--- config.mk ---
export PLATFORM = sky130hd
export DESIGN_NAME = key_debounce_array
export DESIGN_NICKNAME = d
export VERILOG_FILES = /design/src/rtl/key_debounce_pkg.sv /design/src/rtl/key_debounce_channel.sv /design/src/rtl/key_debounce_array.sv
export SDC_FILE = /design/constraint.sdc
export NUM_CORES = 1
export LEC_CHECK = 0
export CAP_MARGIN = 20
export CORE_MARGIN = 3
export CORE_UTILIZATION = 47
export DETAILED_ROUTE_END_ITERATION = 10
export GPL_ROUTABILITY_DRIVEN = 0
export HOLD_SLACK_MARGIN = 0.02
export PLACE_DENSITY = 0.61
export SLEW_MARGIN = 20
export SYNTH_ARGS = -nofsm -noshare
export SYNTH_HDL_FRONTEND = slang
export SYNTH_SLANG_ARGS = --single-unit
--- constraint.sdc ---
create_clock -name i_clk -period 14.47 [get_ports i_clk]
set_input_delay 2.894 -clock i_clk [delete_from_list [all_inputs] [get_ports i_clk]]
set_output_delay 2.894 -clock i_clk [all_outputs]
set_load 0.01 [all_outputs]
--- src/rtl/key_debounce_pkg.sv ---
// Shared types and helpers for the key debounce array.
// Holds the per-channel FSM state type and the counter sizing function.
package key_debounce_pkg;

    typedef enum logic [1:0] {
        IDLE = 2'd0,
        HELD = 2'd1,
        REPT = 2'd2
    } key_state_e;

    // Bits needed to hold a count of 0..cycles; a zero count still gets one bit.
    function automatic int cnt_width(input int cycles);
        return (cycles < 1) ? 1 : $clog2(cycles + 1);
    endfunction

endpackage

--- src/rtl/key_debounce_channel.sv ---
// One key channel: two-flop synchroniser, debounce counter and a
// press/hold/repeat FSM generating single-cycle event pulses.
module key_debounce_channel
    import key_debounce_pkg::*;
#(
    parameter bit ACTIVE_LOW    = 1'b1,
    parameter int DEB_CYCLES    = 50000,
    parameter int LONG_CYCLES   = 25000000,
    parameter int REPEAT_CYCLES = 5000000
) (
    input  logic i_clk,
    input  logic i_rst,
    input  logic i_in,
    output logic o_level,
    output logic o_press,
    output logic o_release,
    output logic o_long,
    output logic o_repeat
);

    localparam int DW = cnt_width(DEB_CYCLES);
    localparam int HW = cnt_width(LONG_CYCLES);
    localparam int RW = cnt_width(REPEAT_CYCLES);

    localparam logic [DW-1:0] DEB_LAST  = DW'(DEB_CYCLES - 1);
    localparam logic [HW-1:0] HOLD_LAST = HW'(LONG_CYCLES - 1);
    localparam logic [RW-1:0] REP_LAST  = RW'((REPEAT_CYCLES > 0) ? REPEAT_CYCLES - 1 : 0);
    localparam logic          INACTIVE  = ACTIVE_LOW;

    logic          sync1;
    logic          sync2;
    logic          act;
    logic [DW-1:0] deb_cnt;
    logic          mismatch;
    logic          deb_done;
    logic          press_evt;
    logic          release_evt;

    key_state_e    state;
    key_state_e    state_nx;
    logic [HW-1:0] hold_cnt;
    logic [HW-1:0] hold_nx;
    logic [RW-1:0] rep_cnt;
    logic [RW-1:0] rep_nx;
    logic          long_nx;
    logic          repeat_nx;

    // Synchroniser resets to the idle pad level so reset never looks like a press.
    always_ff @(posedge i_clk or posedge i_rst) begin
        if (i_rst) begin
            sync1 <= INACTIVE;
            sync2 <= INACTIVE;
        end else begin
            sync1 <= i_in;
            sync2 <= sync1;
        end
    end

    assign act         = sync2 ^ ACTIVE_LOW;
    assign mismatch    = (act != o_level);
    assign deb_done    = mismatch && (deb_cnt == DEB_LAST);
    assign press_evt   = deb_done && !o_level;
    assign release_evt = deb_done && o_level;

    always_ff @(posedge i_clk or posedge i_rst) begin
        if (i_rst) begin
            deb_cnt <= '0;
            o_level <= 1'b0;
        end else begin
            if (!mismatch || deb_done) begin
                deb_cnt <= '0;
            end else begin
                deb_cnt <= deb_cnt + 1'b1;
            end
            if (deb_done) begin
                o_level <= !o_level;
            end
        end
    end

    // Release is checked first so a release on a terminal count suppresses long/repeat.
    always_comb begin
        state_nx  = state;
        hold_nx   = hold_cnt;
        rep_nx    = rep_cnt;
        long_nx   = 1'b0;
        repeat_nx = 1'b0;
        case (state)
            IDLE: begin
                if (press_evt) begin
                    state_nx = HELD;
                    hold_nx  = '0;
                end
            end
            HELD: begin
                if (release_evt) begin
                    state_nx = IDLE;
                    hold_nx  = '0;
                end else if (hold_cnt == HOLD_LAST) begin
                    long_nx  = 1'b1;
                    state_nx = REPT;
                    hold_nx  = '0;
                    rep_nx   = '0;
                end else begin
                    hold_nx = hold_cnt + 1'b1;
                end
            end
            REPT: begin
                if (release_evt) begin
                    state_nx = IDLE;
                    rep_nx   = '0;
                end else if (REPEAT_CYCLES != 0) begin
                    if (rep_cnt == REP_LAST) begin
                        repeat_nx = 1'b1;
                        rep_nx    = '0;
                    end else begin
                        rep_nx = rep_cnt + 1'b1;
                    end
                end
            end
            default: begin
                state_nx = IDLE;
                hold_nx  = '0;
                rep_nx   = '0;
            end
        endcase
    end

    always_ff @(posedge i_clk or posedge i_rst) begin
        if (i_rst) begin
            state     <= IDLE;
            hold_cnt  <= '0;
            rep_cnt   <= '0;
            o_press   <= 1'b0;
            o_release <= 1'b0;
            o_long    <= 1'b0;
            o_repeat  <= 1'b0;
        end else begin
            state     <= state_nx;
            hold_cnt  <= hold_nx;
            rep_cnt   <= rep_nx;
            o_press   <= press_evt;
            o_release <= release_evt;
            o_long    <= long_nx;
            o_repeat  <= repeat_nx;
        end
    end

endmodule

--- src/rtl/key_debounce_array.sv ---
// N-channel key conditioner: one independent debounce/event channel per key pin.
// Sits between the board KEY pins and the core's key event inputs.
module key_debounce_array
    import key_debounce_pkg::*;
#(
    parameter int N_CH          = 4,
    parameter bit ACTIVE_LOW    = 1'b1,
    parameter int DEB_CYCLES    = 50000,
    parameter int LONG_CYCLES   = 25000000,
    parameter int REPEAT_CYCLES = 5000000
) (
    input  logic            i_clk,
    input  logic            i_rst,
    input  logic [N_CH-1:0] i_in,
    output logic [N_CH-1:0] o_level,
    output logic [N_CH-1:0] o_press,
    output logic [N_CH-1:0] o_release,
    output logic [N_CH-1:0] o_long,
    output logic [N_CH-1:0] o_repeat
);

    genvar g;
    generate
        for (g = 0; g < N_CH; g++) begin : g_ch
            key_debounce_channel #(
                .ACTIVE_LOW   (ACTIVE_LOW),
                .DEB_CYCLES   (DEB_CYCLES),
                .LONG_CYCLES  (LONG_CYCLES),
                .REPEAT_CYCLES(REPEAT_CYCLES)
            ) u_ch (
                .i_clk    (i_clk),
                .i_rst    (i_rst),
                .i_in     (i_in[g]),
                .o_level  (o_level[g]),
                .o_press  (o_press[g]),
                .o_release(o_release[g]),
                .o_long   (o_long[g]),
                .o_repeat (o_repeat[g])
            );
        end
    endgenerate

endmodule
==> reports/metrics.cfg, run 1 <==
[outcome]
status=completed

[die]
ios=26
core_um2=33000
rows=66
initial_core_util_pct=48.3
die_h_um=190
die_w_um=190
die_area_um2=36200

[synth]
ys_types=80
synth_top_flop_cell=dfrtp_1
ys_ff_latch=292
synth_area_um2=16000
syn_avg_cell_area_um2=9.35
synth-edff-count=0
synthArstFlopShare_pct=100
synth_fp_nets=1726
syn_inst=1708
ys_warn_count=0
yosysSeqAreaShare_pct=45.8

[timing]
fin_crit_sh_pct=35.2
relSlewSlack_pct=31.2
grt_setup_unrepaired=no
worst_pin_slew_ps=1020
finClkSkew_ps=15.4
max_freq_mhz=197
holdWs_ps=346
setup_tns_ps=0
hold_violations=0
drv_slew=0
period_minus_slack_ps=5090
setup-violations-final=0

[route]
drtIter0Drc=876
vias=13100
ant_nets=0
avgRoutedWirePerCell_um=16.2
drt_wl_total_um=35200
drcViolationCount=0
drt_pass1_iterations=5
vias_per_cell=6.05

[clocking]
clk_pin_slew_ps=60
cts_made_buffers=34
h-tree-depth=2
cts_setup_buffers=0
root_buffer=clkbuf_16
clock-sinks=292
postCtsResizedCells=0
clk_path_buf_depth=3
clock_latency_ps=510
cts_tree=done
holdBufCountCts=0

[grt]
antenna_found_initial=0
grt_max_degree=96
grt_pass1_vias=12700
track_usage_pct=19.5
grt-ovfl-total=0
grt_pass1_wl_um=61300

[layout]
seqCellArea_um2=7320
final_cells=2169
n_antenna_cell=0
synthToLayoutAreaGrowth_pct=10.4
layout_common_cells=284 x dfrtp_1, 163 x nand2_1, 131 x nor2_1
fin_nets=1720
final_area_um2=17600
multi_input_area_um2=8060
final_common_cell=dfrtp_1
fillCellCount=3005
drive_gt1_share_pct=7.70

[worst_setup_path]
cp_max_fo=95
cp_top_family=buffers and inverters
crit_slowest_cell=buf_4
critPathBufInv=4
critPathMaxStageDelay_ps=820
crit_path_frequent_cell=buf_4
start_kind=primary input
cp.arrival_ps=5600
crit_required_ps=14980
criticalPathCategory=in2async
path_cells=clkdlybuf4s50_1, inv_8, buf_4, buf_4
end_kind=asynchronous set/reset pin

[job]
max-cap-violations=0

[worst_hold_path]
min_path_type=reg2reg

[pwr]
peakVddDrop_uv=81.6
p_leak_nw=7.12
p_per_area_nw_per_um2=95.2

[placement]
portBuffers=25
place_area_um2=16500
dp_hpwl_um=22400
place_inst=2108

## power breakdown
| group | switching (mW) | internal, mW |
|---|---|---|
| logic | 0.0223 | 0.00584 |
| registers | 0.00310 | 0.822 |
| clock network | 0.333 | 0.493 |
## flip-flops by register name, indices dropped and copies added (netlist names)
register / cells
g_ch.u_ch.deb_cnt: 64
g_ch.u_ch.hold_cnt: 100
g_ch.u_ch.o_level: 4
g_ch.u_ch.o_long: 4
g_ch.u_ch.o_press: 4
g_ch.u_ch.o_release: 4
g_ch.u_ch.o_repeat: 4
g_ch.u_ch.rep_cnt: 92
g_ch.u_ch.state: 8
g_ch.u_ch.sync1: 4
g_ch.u_ch.sync2: 4
## cell usage after synthesis, types with 9 or more instances
cell type / number / share of area (%)
a21o_1: 9 / 0.42
a21oi_1: 41 / 1.3
a221o_1: 59 / 3.7
a22o_1: 35 / 1.9
a31oi_1: 40 / 1.6
and2_1: 44 / 1.7
and3_1: 38 / 1.5
and4_1: 32 / 1.8
buf_2: 16 / 0.50
buf_4: 21 / 0.99
clkbuf_1: 51 / 1.2
dfrtp_1: 284 / 45
ha_1: 12 / 0.94
inv_1: 41 / 0.96
nand2_1: 163 / 3.8
nand3_1: 85 / 2.7
nand4_1: 83 / 3.3
nor2_1: 132 / 3.1
nor2b_1: 16 / 0.63
nor3_1: 83 / 2.6
nor4_1: 47 / 1.8
nor4b_1: 14 / 0.77
nor4bb_1: 11 / 0.69
o211ai_1: 11 / 0.52
o21ai_0: 63 / 2.0
o31ai_1: 19 / 0.89
or2_2: 12 / 0.47
or3_1: 29 / 1.1
or4_1: 21 / 0.99
xnor2_1: 17 / 0.93
xor2_1: 53 / 2.9
## final timing paths
kind                       slack [ps]                      from  cells past startpoint                  endpoint
hold / removal                    350        g_ch[3].u_ch.sync1                      0        g_ch[3].u_ch.sync2
max in group i_clk              10040      g_ch[0].u_ch.o_level                      1                o_level[0]
setup / recovery                 9380                     i_rst                      4  g_ch[3].u_ch.deb_cnt[10]
hold reg to reg                   350        g_ch[3].u_ch.sync1                      0        g_ch[3].u_ch.sync2
min in group asynchronous        2880                     i_rst                      2  g_ch[0].u_ch.rep_cnt[13]
setup reg to reg                11290  g_ch[3].u_ch.deb_cnt[13]                      6  g_ch[3].u_ch.rep_cnt[17]
## area by class of cell
class	count	share of cell area, %
multi-input cells	1281	45.8
flip-flops and latches	292	41.5
clock buffers	54	5.90
well taps	442	3.14
repair buffers	52	2.57
inverters	41	0.916
clock inverters	7	0.199
## per-stage QoR
step / utilization [%] / setup slack, ps / total power, mW
4_1_cts: 53.4 / 9140 / 1.71
2_1_floorplan: - / 3530 / 0.859
3_5_place_dp: 50.1 / 8600 / 0.869
6_report: 53.4 / 9380 / 1.68
5_1_grt: 53.4 / 8870 / 1.75
3_3_place_gp: 50.0 / 8630 / 0.868
## routing by layer
metal	routed length [um]	global-route usage [%]
met1	17400	27.8
met2	16000	31.9
met3	1080	2.41
met4	731	5.11
met5	0	0
## cell families (layout without fill, tap and decap cells)
| kind of cell | count (synthesis) | count (layout) | share of synthesized area, % |
|---|---|---|---|
| fa+ha+maj | 12 | 12 | 0.941 |
| mux | 13 | 13 | 0.862 |
| xor+xnor | 70 | 70 | 3.84 |
| compound gates | 345 | 345 | 15.8 |
| buf+inv | 135 | 154 | 3.90 |
| flops | 292 | 292 | 45.8 |
| simple gates | 841 | 841 | 28.8 |
(Power assumes the default switching activity.)
==> run 2: changes to the inputs <==
==> constraint.sdc (replaced) <==
create_clock -name i_clk -period 5.04 [get_ports i_clk]
set_input_delay 1.008 -clock i_clk [delete_from_list [all_inputs] [get_ports i_clk]]
set_output_delay 1.008 -clock i_clk [all_outputs]
set_load 0.01 [all_outputs]
==> reports/metrics.cfg, run 2 (synthesis gave the netlist of run 1 again) <==
[job]
max-cap-violations=0  ; unchanged

[worst_setup_path]
crit_slowest_cell=o21ai_2
setup.worst_path.start=g_ch[3].u_ch.deb_cnt[7]
crit_required_ps=5420  ; -9560 ps
criticalPathCategory=reg2reg
cp.arrival_ps=3430  ; -2170 ps
path_cells=nor4b_1, nand4_1, o21ai_2, nor2_1, buf_4, a221o_1
critPathMaxStageDelay_ps=800  ; -20 ps
r2r_start=g_ch[3].u_ch.deb_cnt[7]
end_kind=register
cp_max_fo=18  ; -81%
start_kind=register

[layout]
layout_common_cells=284 x dfrtp_1, 163 x nand2_1, 131 x nor2_1
final_common_cell=dfrtp_1
synthToLayoutAreaGrowth_pct=11.3
multi_input_area_um2=8080  ; +0.14%
regMostFlops=g_ch.u_ch.hold_cnt
fillCellCount=3043  ; +1.3%
fin_nets=1718  ; -0.12%
reg_top3=g_ch.u_ch.hold_cnt (100), g_ch.u_ch.rep_cnt (92), g_ch.u_ch.deb_cnt (64)
largest_reg_flops=100  ; unchanged
drive_gt1_share_pct=7.84  ; +0.14 points
seqCellArea_um2=7320  ; unchanged
post-route-util_pct=53.8  ; +0.44 points
n_antenna_cell=0  ; unchanged

[grt]
track_usage_pct=19.4  ; -0.093 points
grt_pass1_wl_um=61000  ; -0.63%
antenna_found_initial=0  ; unchanged
grt-ovfl-total=0  ; unchanged
grt_pass1_vias=12400  ; -1.9%
grt_max_degree=120  ; +25%

[timing]
setup-violations-final=0  ; unchanged
grt_setup_unrepaired=no
fin_crit_sh_pct=60.5
worst_pin_slew_ps=1060  ; +39.5 ps
drv_slew=0  ; unchanged
hold_violations=0  ; unchanged
period_minus_slack_ps=3050
finClkSkew_ps=14.8  ; -0.598 ps
relSlewSlack_pct=28.6  ; -2.7 points
max_freq_mhz=328
setup_tns_ps=0  ; unchanged

[route]
avgRoutedWirePerCell_um=16.3  ; +0.40%
drt_wl_total_um=35300  ; +0.17%
vias_per_cell=6.04  ; -0.26%
drt_pass1_iterations=5  ; unchanged
drcViolationCount=0  ; unchanged
vias=13100  ; -0.49%
drtIter0Drc=724  ; -17%
ant_nets=0  ; unchanged

[die]
die_area_um2=36200  ; unchanged
initial_core_util_pct=48.3  ; unchanged
ios=26  ; unchanged
rows=66  ; unchanged
die_h_um=190  ; unchanged
core_um2=33000  ; unchanged
die_w_um=190  ; unchanged

[clocking]
clk_pin_slew_ps=60  ; about the same
cts_tree=done
clk_path_buf_depth=3  ; unchanged
root_buffer=clkbuf_16
holdBufCountCts=0  ; unchanged
clock_latency_ps=500  ; about the same
postCtsResizedCells=0  ; unchanged
cts_made_buffers=37  ; +8.8%
cts_setup_buffers=0  ; unchanged
clock-sinks=292  ; unchanged
h-tree-depth=2  ; unchanged

[worst_hold_path]
min_from=g_ch[2].u_ch.sync1
min_path_type=reg2reg

[pwr]
peakVddDrop_uv=237  ; +190%
p_leak_nw=7.16  ; +0.54%
p_per_area_nw_per_um2=289  ; +200%
power_mw=5.14  ; +210%

[placement]
portBuffers=25  ; unchanged
dp_hpwl_um=22300  ; -0.30%

[outcome]
status=completed

run 2: changes by cell type in the layout (fill, tap and decap cells not counted), moves of 2 or more:
cell,change
buf_12,+2
buf_4,-7
bufinv_16,+6
clkbuf_1,-4
clkbuf_8,-2
clkinv_2,-4
clkinvlp_4,+4
o21ai_1,-2
o21ai_2,+3
run 2: critical path, delay by kind of cell (launching register included):
kind            cells  cell delay [ps]
compound gates      2             1110
buf+inv             1              290
simple gates        3             1090
flops               1              420
run 2: power breakdown:
part	switching, mW	internal [mW]	total [mW]	leakage (nW)
Sequential	0.00880	2.36	2.37	4.04
Combinational	0.0634	0.0181	0.0816	2.53
Clock	0.996	1.70	2.69	0.588
Total	1.07	4.07	5.14	7.16
run 2: worst paths after layout:
path / end / slack (ps) / depth (start not counted)
max reg2reg: g_ch[3].u_ch.rep_cnt[20] / 1990 / 6
max: g_ch[3].u_ch.rep_cnt[20] / 1990 / 6
min: g_ch[2].u_ch.sync2 / 350 / 0
min in group asynchronous: g_ch[3].u_ch.hold_cnt[24] / 930 / 2
min reg2reg: g_ch[2].u_ch.sync2 / 350 / 0
max in group asynchronous: g_ch[2].u_ch.hold_cnt[21] / 3040 / 3
run 2: area by class of cell:
class | instances | area share, %
Sequential cell | 292 | 41.2
Clock buffer | 48 | 5.61
Tap cell | 442 | 3.11
Timing Repair Buffer | 47 | 2.48
Multi-Input combinational cell | 1281 | 45.5
Inverter | 41 | 0.887
Clock inverter | 13 | 1.27
run 2: per-layer routing:
| metal | vias up | wire length [um] | GRT usage (%) |
|---|---|---|---|
| met3 | 40 | 1100 | 2.59 |
| li1 | 6440 | - | - |
| met2 | 191 | 16500 | 31.7 |
| met5 | - | 0 | 0 |
| met1 | 6397 | 17100 | 27.9 |
| met4 | 0 | 520 | 4.18 |
run 2: metrics by stage:
step	std cells	worst slack [ps]	hold slack (ps)	area, um2
floorplan	1708	163	345	16000
global placement	2103	2010	346	16500
detailed placement	2103	2110	347	16500
CTS	2164	2070	355	17800
global route	2164	1770	357	17800
finish	2164	1990	354	17800
==> run 3: changes to the inputs <==
--- a/config.mk
+++ b/config.mk
@@ -11,7 +11,7 @@
 export DETAILED_ROUTE_END_ITERATION = 10
 export GPL_ROUTABILITY_DRIVEN = 0
 export HOLD_SLACK_MARGIN = 0.02
-export PLACE_DENSITY = 0.61
+export PLACE_DENSITY = 0.63
 export SLEW_MARGIN = 20
 export SYNTH_ARGS = -nofsm -noshare
 export SYNTH_HDL_FRONTEND = slang
==> constraint.sdc (replaced) <==
create_clock -name i_clk -period 2.7 [get_ports i_clk]
set_input_delay 0.54 -clock i_clk [delete_from_list [all_inputs] [get_ports i_clk]]
set_output_delay 0.54 -clock i_clk [all_outputs]
set_load 0.01 [all_outputs]
==> reports/metrics.cfg, run 3 (synthesis gave the netlist of run 1 again) <==
[route]
drtIter0Drc=710  ; -1.9%
drt_wl_total_um=35800  ; +1.6%
vias_per_cell=6.01  ; -0.51%
drcViolationCount=0  ; unchanged
route.met2.wl_um=16400  ; -0.91%
avgRoutedWirePerCell_um=16.3  ; -0.15%
top_layer=met4
drt_pass1_iterations=7  ; +2
routed-wl-met3_um=1220  ; +10%
vias=13200  ; +1.2%
met1_length_um=17600  ; +2.9%
ant_nets=0  ; unchanged

[pwr]
p_int_mw=7.62  ; +87%
p_seq_share_pct=46.0  ; about the same
power_mw=9.60  ; +87%
peakVddDrop_uv=432  ; +82%
p_clk_share_pct=52.3  ; about the same
p_leak_nw=7.35  ; +2.6%
switching_power_mw=1.98  ; +86%
comb_power_share_pct=1.7  ; about the same
p_per_area_nw_per_um2=532  ; +84%
sw_frac_of_total_pct=20.7  ; -0.13 points

[grt]
grt-ovfl-total=0  ; unchanged
antenna_found_initial=0  ; unchanged
grt_pass1_vias=12700  ; +2.4%
grt_pass1_wl_um=62400  ; +2.4%
grt_max_degree=116  ; -3.3%
track_usage_pct=20.0  ; +0.57 points

[layout]
reg_top3=g_ch.u_ch.hold_cnt (100), g_ch.u_ch.rep_cnt (92), g_ch.u_ch.deb_cnt (64)
final_common_cell=dfrtp_1
regMostFlops=g_ch.u_ch.hold_cnt
n_antenna_cell=0  ; unchanged
layout_common_cells=284 x dfrtp_1, 163 x nand2_1, 130 x nor2_1
drive_gt1_share_pct=9.66  ; +1.8 points
fillCellCount=3036  ; -0.23%
synthToLayoutAreaGrowth_pct=13.0
fin_nets=1751  ; +1.9%
final_cells=2201  ; +1.7%
largest_reg_flops=100  ; unchanged

[worst_setup_path]
criticalPathCategory=reg2reg
cp.arrival_ps=2900  ; -530 ps
r2r_cells=6  ; unchanged
crit_required_ps=3090  ; -2330 ps
r2r_start=g_ch[3].u_ch.hold_cnt[7]
start_kind=register
cp_max_fo=23  ; +5
r2r_end=g_ch[3].u_ch.rep_cnt[15]
r2r_setup_slack_ps=190  ; -1800 ps
end_kind=register

[timing]
drv_slew=0  ; unchanged
relSlewSlack_pct=36.9  ; +8.3 points
max_freq_mhz=398  ; +21%
finClkSkew_ps=22.2  ; +7.46 ps
hold_violations=0  ; unchanged
worst_pin_slew_ps=946  ; -116 ps
fin_crit_sh_pct=93.0  ; +32 points
setup-violations-final=0  ; unchanged
period_minus_slack_ps=2510  ; -539 ps
grt_setup_unrepaired=no

[clocking]
holdBufCountCts=0  ; unchanged
h-tree-depth=2  ; unchanged
postCtsResizedCells=0  ; unchanged
clk_pin_slew_ps=60  ; about the same
clock-sinks=292  ; unchanged
clock_latency_ps=520  ; +20 ps
cts_tree=done
root_buffer=clkbuf_16
cts_made_buffers=34  ; -8.1%
cts_setup_buffers=0  ; unchanged
clk_path_buf_depth=3  ; unchanged

[worst_hold_path]
holdPathEnd=g_ch[1].u_ch.sync2
min_from=g_ch[1].u_ch.sync1
min_path_type=reg2reg
min_path_cells=0  ; unchanged

[job]
max-cap-violations=0  ; unchanged

[die]
rows=66  ; unchanged
die_w_um=190  ; unchanged
die_area_um2=36200  ; unchanged
ios=26  ; unchanged
die_h_um=190  ; unchanged
initial_core_util_pct=48.3  ; unchanged
core_um2=33000  ; unchanged

[placement]
dp_hpwl_um=22900  ; +2.9%
portBuffers=25  ; unchanged
place_inst=2139  ; +1.7%

[outcome]
status=completed

run 3: changes by cell type in the layout (fill, tap and decap cells not counted), moves of 2 or more:
cell / previous run / this run
o21ai_2: 5 / 1
o21ai_1: 3 / 6
clkinvlp_4: 4 / 2
buf_4: 20 / 55
clkbuf_8: 3 / 11
clkbuf_1: 8 / 6
bufinv_16: 6 / 4
run 3: metrics by stage:
step                      TNS [ps]  worst slack, ps  area (um2)  utilization, %  hold WS (ps)
after global placement           0             57.8       16800            50.8           346
after global routing             0             80.9       18000            54.6           363
after CTS                        0              209       18000            54.6           357
after detailed placement         0              219       16800            50.9           347
final                            0              189       18000            54.6           356
after floorplan            -490640            -1710       16000               -           345
run 3: power groups by stage:
stage | registers (mW) | clock network (mW) | logic (mW)
after floorplan | 4.50 | 0 | 0.106
after global placement | 4.50 | 0 | 0.170
final | 4.42 | 5.02 | 0.163
after detailed placement | 4.50 | 0 | 0.173
after global routing | 4.42 | 5.34 | 0.193
after CTS | 4.42 | 5.17 | 0.174
run 3: final cells by class:
cell class	count	area [um2]	area share, %
clock inverter	8	143	0.791
timing repair buffer	83	723	4.01
sequential	292	7320	40.6
clock buffer	54	1100	6.10
multi-input combinational	1281	8050	44.6
tap	442	553	3.06
inverter	41	158	0.874
run 3: worst max-delay path by stage:
| stage | start | to | depth (start not counted) |
|---|---|---|---|
| finish | g_ch[3].u_ch.hold_cnt[7] | g_ch[3].u_ch.rep_cnt[15] | 6 |
| global route | g_ch[3].u_ch.hold_cnt[7] | g_ch[3].u_ch.rep_cnt[13] | 6 |
| CTS | g_ch[3].u_ch.hold_cnt[7] | g_ch[3].u_ch.rep_cnt[11] | 6 |
| detailed placement | g_ch[3].u_ch.hold_cnt[7] | g_ch[3].u_ch.rep_cnt[8] | 6 |
| global placement | g_ch[1].u_ch.deb_cnt[0] | g_ch[1].u_ch.rep_cnt[0] | 6 |
| floorplan | i_rst | g_ch[0].u_ch.deb_cnt[0] | 1 |
run 3: worst max-delay path, stage by stage (launching register included):
cell	delay (ps)
dfrtp_1	430
or4b_4	580
nor4_4	230
nand2_2	240
o31a_1	290
buf_4	220
a221o_1	380
run 3: per-layer routing:
metal  up-vias  track usage, %
met5         -               0
met4         0            4.63
met3        44            3.01
met2       194            32.1
met1      6476            28.9
li1       6509               -
